==> src/rtl/imem_loader_pkg.sv <==
// -----------------------------------------------------------------------------
// imem_loader_pkg
// Shared definitions for the instruction-memory image loader.
//   state_e         : loader FSM states (CKSUM/ERROR only reachable when the
//                     IMEM_LOADER_CHECKSUM_EN build macro is defined)
//   BYTES_PER_WORD  : stream bytes per instruction word (little-endian)
//   DEFAULT_ADDR_W  : default word-address width of the init interface
// -----------------------------------------------------------------------------
package imem_loader_pkg;

  typedef enum logic [2:0] {
    IDLE  = 3'd0,
    HDR   = 3'd1,
    DATA  = 3'd2,
    WRITE = 3'd3,
    CKSUM = 3'd4,
    DONE  = 3'd5,
    ERROR = 3'd6
  } state_e;

  localparam int BYTES_PER_WORD = 4;
  localparam int DEFAULT_ADDR_W = 8;

endpackage

==> src/rtl/imem_loader.sv <==
// -----------------------------------------------------------------------------
// imem_loader
// Receives a byte stream (one header byte N, then N+1 little-endian 32-bit
// words) and writes the words to instruction memory starting at address 0.
// The core is held in reset until the whole image has been written.
//
// Build option: IMEM_LOADER_CHECKSUM_EN adds a trailing checksum byte (XOR of
// header and all data bytes). A mismatch parks the loader in ERROR.
//
// Ports:
//   CLK, reset_n       clock (rising edge), asynchronous active-low reset
//   start              single-cycle pulse; honoured in IDLE, DONE, ERROR
//   byte_valid/ready   byte stream handshake, byte_data is the payload
//   init_en            loader owns the instruction-memory port
//   init_addr          word write address
//   init_wdata         assembled word
//   init_we            one-cycle write strobe
//   core_reset         active-high reset to the core (low only in DONE)
//   done               image loaded, core running
//   load_err           checksum mismatch (tied 0 without the checksum build)
//   dbg_state          current FSM state, for observation only
//
// Handshake: a byte transfers on a rising CLK edge where byte_valid and
// byte_ready are both high; byte_data is sampled only on such an edge.
// byte_ready depends only on the state (HDR, DATA, CKSUM), never on
// byte_valid, and byte_valid without byte_ready is simply ignored.
// -----------------------------------------------------------------------------
module imem_loader
  import imem_loader_pkg::*;
#(
  parameter int ADDR_W    = DEFAULT_ADDR_W,
  parameter int MAX_WORDS = 256
) (
  input  logic              CLK,
  input  logic              reset_n,
  input  logic              start,
  input  logic              byte_valid,
  input  logic [7:0]        byte_data,
  output logic              byte_ready,
  output logic              init_en,
  output logic [ADDR_W-1:0] init_addr,
  output logic [31:0]       init_wdata,
  output logic              init_we,
  output logic              core_reset,
  output logic              done,
  output logic              load_err,
  output state_e            dbg_state
);

  // The header byte addresses the whole memory, so capacity must be 2**ADDR_W.
  if (MAX_WORDS != (1 << ADDR_W)) begin : g_cfg_check
    $error("imem_loader: MAX_WORDS must equal 2**ADDR_W");
  end

  state_e            state;
  state_e            state_nxt;
  logic [1:0]        byte_idx;
  logic [ADDR_W-1:0] last_addr;
  logic              xfer;
  logic              last_hit;

  assign xfer      = byte_valid & byte_ready;
  assign last_hit  = (init_addr == last_addr);
  assign dbg_state = state;

`ifdef IMEM_LOADER_CHECKSUM_EN
  logic [7:0] cksum;
  assign load_err = (state == ERROR);
`else
  assign load_err = 1'b0;
`endif

  // ---------------------------------------------------------------------------
  // State register
  // ---------------------------------------------------------------------------
  always_ff @(posedge CLK or negedge reset_n) begin
    if (!reset_n) begin
      state <= IDLE;
    end else begin
      state <= state_nxt;
    end
  end

  // ---------------------------------------------------------------------------
  // Next state and state-decoded outputs
  // ---------------------------------------------------------------------------
  always_comb begin
    state_nxt  = state;
    byte_ready = 1'b0;
    init_en    = 1'b1;
    init_we    = 1'b0;
    core_reset = 1'b1;
    done       = 1'b0;
    case (state)
      IDLE: begin
        init_en = 1'b0;
        if (start) state_nxt = HDR;
      end
      HDR: begin
        byte_ready = 1'b1;
        if (xfer) state_nxt = DATA;
      end
      DATA: begin
        byte_ready = 1'b1;
        if (xfer && (byte_idx == 2'(BYTES_PER_WORD - 1))) state_nxt = WRITE;
      end
      WRITE: begin
        init_we = 1'b1;
`ifdef IMEM_LOADER_CHECKSUM_EN
        state_nxt = last_hit ? CKSUM : DATA;
`else
        state_nxt = last_hit ? DONE : DATA;
`endif
      end
`ifdef IMEM_LOADER_CHECKSUM_EN
      CKSUM: begin
        byte_ready = 1'b1;
        if (xfer) state_nxt = (byte_data == cksum) ? DONE : ERROR;
      end
      ERROR: begin
        init_en = 1'b0;
        if (start) state_nxt = HDR;
      end
`endif
      DONE: begin
        init_en    = 1'b0;
        core_reset = 1'b0;
        done       = 1'b1;
        if (start) state_nxt = HDR;
      end
      default: begin
        state_nxt = IDLE;
      end
    endcase
  end

  // ---------------------------------------------------------------------------
  // Address, word assembly, byte index and header capture
  // ---------------------------------------------------------------------------
  always_ff @(posedge CLK or negedge reset_n) begin
    if (!reset_n) begin
      init_addr  <= '0;
      init_wdata <= '0;
      byte_idx   <= 2'd0;
      last_addr  <= '0;
`ifdef IMEM_LOADER_CHECKSUM_EN
      cksum      <= 8'd0;
`endif
    end else begin
      case (state)
        IDLE, DONE, ERROR: begin
          // Every (re)load writes from address 0.
          if (start) begin
            init_addr <= '0;
`ifdef IMEM_LOADER_CHECKSUM_EN
            cksum     <= 8'd0;
`endif
          end
        end
        HDR: begin
          if (xfer) begin
            last_addr <= ADDR_W'(byte_data);
            byte_idx  <= 2'd0;
`ifdef IMEM_LOADER_CHECKSUM_EN
            cksum     <= byte_data;
`endif
          end
        end
        DATA: begin
          if (xfer) begin
            init_wdata[{byte_idx, 3'b000} +: 8] <= byte_data;
            byte_idx <= byte_idx + 2'd1;
`ifdef IMEM_LOADER_CHECKSUM_EN
            cksum    <= cksum ^ byte_data;
`endif
          end
        end
        WRITE: begin
          byte_idx <= 2'd0;
          // Stop at the last address instead of incrementing, so a full
          // 256-word image never wraps the address back to 0.
          if (!last_hit) init_addr <= init_addr + {{(ADDR_W-1){1'b0}}, 1'b1};
        end
        default: begin
        end
      endcase
    end
  end

endmodule

==> config.mk <==
export PLATFORM = sky130hd
export DESIGN_NAME = imem_loader
export DESIGN_NICKNAME = d
export VERILOG_FILES = /design/src/rtl/imem_loader_pkg.sv /design/src/rtl/imem_loader.sv
export SDC_FILE = /design/constraint.sdc
export NUM_CORES = 1
export LEC_CHECK = 0
export CORE_UTILIZATION = 53
export DETAILED_ROUTE_END_ITERATION = 7
export PLACE_DENSITY_LB_ADDON = 0.25
export SYNTH_ARGS = -nofsm -noshare
export SYNTH_HDL_FRONTEND = slang
export SYNTH_SLANG_ARGS = --single-unit
==> constraint.sdc <==
create_clock -name CLK -period 3.1 [get_ports CLK]
set_input_delay 0.62 -clock CLK [delete_from_list [all_inputs] [get_ports CLK]]
set_output_delay 0.62 -clock CLK [all_outputs]
set_load 0.05 [all_outputs]
**Yosys cells after proc, flatten, opt, wreduce, memory -nomap -nowiden**

Cells that the tools add are included.

- Add/subtract/negate cells: 3
- Multiply operators: 0
- Div/mod/pow operators: 0
- Magnitude comparators: 0
- Eq/ne operators: 13
- Shifts and indexed selects: 2
- Multiplexer cells: 17
- Bitwise gates (word level): 1
- Reductions and logical operators: 12

Operator list:

| operator | count |
|---|---|
| 32-bit bitwise mux | 1 |
| 8-bit by 7-bit variable shift with 32-bit output, first input constant | 1 |
| 8-bit by 7-bit variable part select with 32-bit output | 1 |
| 8-bit two-way mux | 2 |
| 8-bit case mux with 2 select lines | 1 |
| 3-bit two-way mux | 4 |
| 3-bit case mux with 4 select lines | 1 |
| 2-bit inequality test, second input constant | 5 |
| 3-bit AND reduction | 3 |
| 8-bit by 1-bit adder with 8-bit output, second input constant | 1 |
| 8-bit equality test | 1 |
| 5-bit negation with 7-bit output | 1 |
| 3-bit by 2-bit equality test with 1-bit output, second input constant | 2 |
| 3-bit equality test, second input constant | 2 |
| 2-bit case mux with 3 select lines | 1 |
| 1-bit two-way mux | 5 |
| 2-bit two-way mux | 2 |
| 2-bit AND reduction | 2 |
| 2-bit OR reduction | 2 |
| 3-bit by 1-bit equality test with 1-bit output, second input constant | 1 |
| 3-bit logical NOT | 1 |
| 3-bit nonzero test | 1 |
| 3-bit OR reduction | 1 |
| 2-bit by 1-bit adder with 2-bit output, second input constant | 1 |
| other kinds (5) | 5 |

- Register bits after elaboration: 53
- Bits in latches: 0
- RAM bits: 0
- Bits in read-only memories: 0
- Bits of input ports: 12
- Output and inout bits: 49
- Word-level logic and storage cells: 53
- Memories: 0

**Depth between registers and ports, before layout**

- Depth in word-level cells: 7
- Mapped depth: 7
- Depth with buffers taken out: 5

**Worst setup path after synthesis**

OpenSTA, ideal clock, no wires.

- Path kind: flip-flop to output port
- Start point: register state[0], in the netlist dbg_state[0]
- End point: output port done
- Arrival time: 1880 ps
- Data required time: 2480 ps
- Slack: 600 ps
- Stages on the path, launching flop included: 6
- Buffers on the path: 1
- Cells stage by stage: dfrtp_1 > buf_2 > inv_1 > nor2_1 > nand2_1 > inv_1

- Word-level cells in the longest chain between the ends: 2

Ends and longest elaborated chain:

| element | line | text |
|---|---|---|
| start: declaration | imem_loader.sv:55 | `state_e state;` |
| start signal: assignment | imem_loader.sv:80 | `state <= state_nxt;` |
| 3-bit equality test | imem_loader.sv:94 | `case (state)` |
| 1-bit two-way mux | imem_loader.sv:94 |  |
| end: declaration | imem_loader.sv:45 | `output logic done,` |

No other way between the ends.

**Worst setup path in the final report**

- Start point: register state[2], in the netlist dbg_state[2]
- End point: output port init_we

- Word-level cells in the longest chain between the ends: 2

Ends and longest elaborated chain:

| element | line | text |
|---|---|---|
| 3-bit by 2-bit equality test with 1-bit output | imem_loader.sv:94 |  |
| 1-bit two-way mux | imem_loader.sv:94 |  |
| end: declaration | imem_loader.sv:43 | `output logic init_we,` |

No other way between the ends.

==> impl_metrics.tcl <==
set metrics [dict create \
    outcome "completed" \
    cts_setup_buffers 0 \
    crit_path_start_kind "register" \
    drtIter0Drc 150 \
    hold_viol 0 \
    wire_per_inst_um 14.19 \
    clk_latency_ns 0.30 \
    via_per_inst 5.479 \
    finalSetupViolCount 0 \
    place.gp.congestion 0.8567 \
    pin_count 61 \
    track_usage 0.2324 \
    die_area_sq_mm 0.005027 \
    yosysSeqAreaShare 0.5271 \
    firstDrtPassIters 6 \
    slew_violations 0 \
    critPathCaptureType "output port" \
    cts-buffers-inserted 5 \
    clkSinkCount 53 \
    total_leakage_power_nw 1.362 \
    io_buffers 59 \
    cp_slowest_cell "clkdlybuf4s50_1" \
    cts_resized 0 \
    grt_max_degree 30 \
    hpwlAfterDp_mm 3.850 \
    cp_cell_sequence "and2b_4 -> nand2_4 -> inv_1 -> clkdlybuf4s50_1" \
    critical_path_required_ns 2.48 \
    totalPowerFinal_mw 3.711 \
    ctsLongestPathBuffers 2 \
    reg2reg_from "byte_idx[0]$_DFFE_PN0P_" \
    cts_tree "yes" \
    cp_max_fo 12 \
    max_freq_ghz 0.3381 \
    grt_pass1_vias 1959 \
    syn_to_final_growth_pct 28.19 \
    vias 2082 \
    clockRootBuffer "clkbuf_8" \
    postRouteAntennaNets 0 \
    p_per_area_mw_per_mm2 1151 \
    core-area_sq_mm 0.004444 \
    h-tree-depth 2 \
    ctsHoldBuffers 0 \
    crit_path_max_incr_delay_ns 0.87 \
    syn_inst 268 \
    num_rows 24 \
    antenna_found_initial 0 \
    grt-ovfl-total 0 \
    die_h_um 70.90 \
    antenna_cells 0 \
    hold_class "input port to async pin" \
    crit_type "register to output port" \
    syn_area_per_cell_sq_um 9.389 \
    synth.distinct_cells 39 \
    skew_ns 0.007136 \
    final.period_utilization 0.9541 \
    yosysWarnings 0 \
    min_period_ns 2.958 \
    drive_above_1_share 0.07927 \
    grt_setup_unrepaired "false" \
    syn_nets 286 \
    ys_ff_latch 53 \
    drt_wl_total_mm 5.393 \
    ir_worst_vdd_uv 660.3 \
    synth_area_sq_mm 0.002516 \
    nNetsFinal 346 \
    maxCapViolCount 0 \
    reg2reg_depth 5 \
    reg2reg_setup_slack_ns 1.05 \
    worstMarginPinSlew_ns 0.8345 \
    initial_core_util 0.5662 \
    tns_ns 0 \
    drc_errors 0 \
    max-slew-margin-rel 0.4425 \
    die_w_um 70.90 \
    clkTransAtPathRegs_ns 0.08 \
    worstPathArrival_ns 2.34 \
    grt_pass1_wl_mm 8.997 \
    r2r-end "init_wdata[2]$_DFFE_PN0P_" \
]
[layer usage]
| metal | part of all wire | global-route usage |
|---|---|---|
| met5 | 0 | 0 |
| met3 | 0.056 | 0.05128 |
| met2 | 0.48 | 0.3697 |
| met4 | 0.018 | 0.09556 |
| met1 | 0.45 | 0.3110 |
[worst max-delay path by stage]
stage	slack, ns	start	endpoint	cells past startpoint
global route	0.01	dbg_state[2]$_DFFE_PN0P_	init_we	4
detailed placement	0.50	dbg_state[2]$_DFFE_PN0P_	init_we	4
global placement	0.52	dbg_state[2]$_DFFE_PN0P_	init_we	4
floorplan	0.60	dbg_state[0]$_DFFE_PN0P_	done	5
finish	0.14	dbg_state[2]$_DFFE_PN0P_	init_we	4
CTS	0.16	dbg_state[2]$_DFFE_PN0P_	init_we	4
[cells in the mapped netlist]
cell       instances  area, sq um
a22oi_1            1        7.510
o21ai_0           33        165.2
a31oi_1            2        12.51
buf_2              6        30.03
nor2_4             1        11.26
o21bai_1           1        7.510
nor3b_2            1        12.51
or2_2              1        6.260
xnor2_1            8        70.07
a21oi_2            1        8.760
o2bb2ai_1          1        8.760
o21ai_1            2        10.01
nand4_1            2        12.51
nand2b_1           2        12.51
o41ai_1            1        8.760
nand2_4            1        11.26
ha_1               6        75.07
buf_4              1        7.510
nand2_1           78        292.8
and3_1             2        12.51
clkbuf_2           1        5.000
o211ai_1           3        22.52
a21oi_1            9        45.04
or4_1              3        22.52
dfrtp_1           53         1326
nand3_1            7        35.03
nor3_1             3        15.01
nor2_1             4        15.01
inv_1              9        33.78
nor4_1             1        6.260
and2b_4            1        10.01
conb_1             1        3.750
a21o_1             4        30.03
mux2_2             9        101.4
nor2_2             2        12.51
nor2b_1            3        18.77
nor3b_1            2        15.01
a22o_1             1        8.760
or2_1              1        6.260
[metrics by stage]
| step | cell area, sq um | cells | worst slack, ns | hold slack, ns | util |
|---|---|---|---|---|---|
| CTS | 3226 | 380 | 0.1606 | 0.3394 | 0.7258 |
| finish | 3226 | 380 | 0.1421 | 0.3201 | 0.7258 |
| floorplan | 2516 | 268 | 0.6001 | 0.3244 | - |
| global route | 3226 | 380 | 0.01328 | 0.3688 | 0.7258 |
| detailed placement | 3139 | 373 | 0.5023 | 0.4691 | 0.7064 |
| global placement | 3139 | 373 | 0.5203 | 0.4600 | 0.7064 |
[critical path, delay by kind of cell (launching register included)]
| kind | cells | cell delay [ns] |
|---|---|---|
| AND/OR/NAND/NOR | 2 | 0.40 |
| buffers and inverters | 2 | 1.17 |
| flip-flops | 1 | 0.47 |
[cell families after synthesis]
group | synth area share
flops | 0.5271
fa+ha+maj | 0.02984
mux | 0.04028
xor+xnor | 0.02785
buf+inv | 0.03033
simple gates | 0.2098
compound gates | 0.1333
other cells | 0.001490
[placed cells by master, fill, tap and decap left out, types with 4 or more instances in the layout]
master and count:
nand2_1 78, clkdlybuf4s50_1 58, nor2_1 4, ha_1 6, xnor2_1 8, inv_1 9
mux2_2 9, dfrtp_1 53, nand3_1 7, a21o_1 4, o21ai_0 33, a21oi_1 9
clkbuf_8 6
[power by group]
| part | internal, mW | total [mW] | switching, mW |
|---|---|---|---|
| logic | 0.724 | 2.16 | 1.43 |
| registers | 0.941 | 1.17 | 0.229 |
| clock network | 0.178 | 0.386 | 0.208 |
[cell type report]
class | instances | area, sq um
clock buffer | 7 | 86.33
timing repair buffer | 61 | 600.6
tap | 52 | 65.06
inverter | 9 | 33.78
multi-input combinational | 198 | 1114
fill | 350 | 1219
sequential | 53 | 1326
[registers in the layout, indices dropped and copies added, names as in the netlist]
register	cells
dbg_state	3
init_wdata	32
last_addr	8
init_addr	8
byte_idx	2
(Power assumes the default switching activity.)
==> RTL edit (same flow settings) <==
Put one more register stage on the output `dbg_state`. The value now appears one clock later. The other outputs are not delayed to match.
--- a/src/rtl/imem_loader.sv
+++ b/src/rtl/imem_loader.sv
@@ -61,7 +61,9 @@
 
   assign xfer      = byte_valid & byte_ready;
   assign last_hit  = (init_addr == last_addr);
-  assign dbg_state = state;
+  always_ff @(posedge CLK) begin
+    dbg_state <= state;
+  end
 
 `ifdef IMEM_LOADER_CHECKSUM_EN
   logic [7:0] cksum;
Behaviour: not the same (Yosys sat finds a counterexample within 4 cycles, from zero or initial values and one cycle with reset_n low).
==> RTL edit against the original RTL <==
Worst setup slack improved by 0.19 ns. Sequential cell count grew 3. Synthesized area up 2.6%. Power decreased by 4.3%. Utilization decreased by 2.6 points. Routed wire length increased by 1.4%. Sequential power grew 3%. Cell area grew 1.8%. Global-route usage hardly changed.
==> RTL edit: results (changes against the original RTL) <==
| Metric | Value |
|---|---|
| GP Congestion | `0.854 (was 0.857)` |
| Status | `finished clean (unchanged)` |
| Pin count of the biggest net entering global routing | `36 (was 30)` |
| Fraction of area in registers | `42.2% (was 41.1%)` |
| Starting DRT DRC Count | `137 (was 150)` |
| Register bit count reported by yosys | `56 (was 53)` |
| Post-synthesis compound-gate area fraction | `11.0% (was 13.3%)` |
| Via count | `2045 (was 2082)` |
| Post-synthesis mux area share | `4.36% (was 4.03%)` |
| Most instantiated cells after synthesis | `nand2_1 (77), dfrtp_1 (53), o21ai_0 (32) (was nand2_1 (78), dfrtp_1 (53), o21ai_0 (33))` |
| Fin Hold WS | `0.222 ns (was 0.320 ns)` |
| DP Area | `3190 sq um (was 3140 sq um)` |
| Drt total wl | `5.47 mm (was 5.39 mm)` |
| Number of multi-input logic gates | `197 (was 198)` |
| All-Layer GR Usage | `23.3% (was 23.2%)` |
| Share of cells above drive strength 1 | `9.51% (was 7.93%)` |
| Final period util | `89.4% (was 95.4%)` |
| RR Endpoint | `init_wdata[31] (was init_wdata[2])` |
| Fill cells | `361 (was 350)` |
| Multi-input logic area | `1120 sq um (was 1110 sq um)` |
| GRT met2 Usage | `39.3% (was 37.0%)` |
| Non-clk buf share | `18.3% (was 18.6%)` |
| Inverter count | `4 (was 9)` |
| Global-route wire length before repair | `9.19 mm (was 9.00 mm)` |
| Reg clk slew, reported paths | `0.10 ns (was 0.08 ns)` |
| GR Layer Usage met3 | `4.64% (was 5.13%)` |
[RTL edit: changes by cell type after synthesis, sizes merged, moves of 4 or more]
cell / unedited run / this run
a21o: 4 / 0
a21oi: 10 / 6
inv: 9 / 4
nand2b: 2 / 7
[RTL edit: worst max-delay path, delay by kind of cell (launching register included)]
kind / cells / cell delay, ns
flops: 1 / 0.53
buf+inv: 2 / 0.93
simple gates: 2 / 0.38
[RTL edit: logic make-up (layout without fill, tap and decap cells)]
group / Yosys count / in the layout
simple gates: 121 / 121
flops: 56 / 56
compound gates: 50 / 50
buf+inv: 13 / 73
mux: 10 / 10
xor+xnor: 9 / 9
fa+ha+maj: 6 / 6
other cells: 1 / 1
[RTL edit: power by group]
part           total, mW  internal [mW]  switching (mW)
sequential          1.21          0.990           0.217
combinational       1.94          0.688            1.25
clock              0.403          0.161           0.243
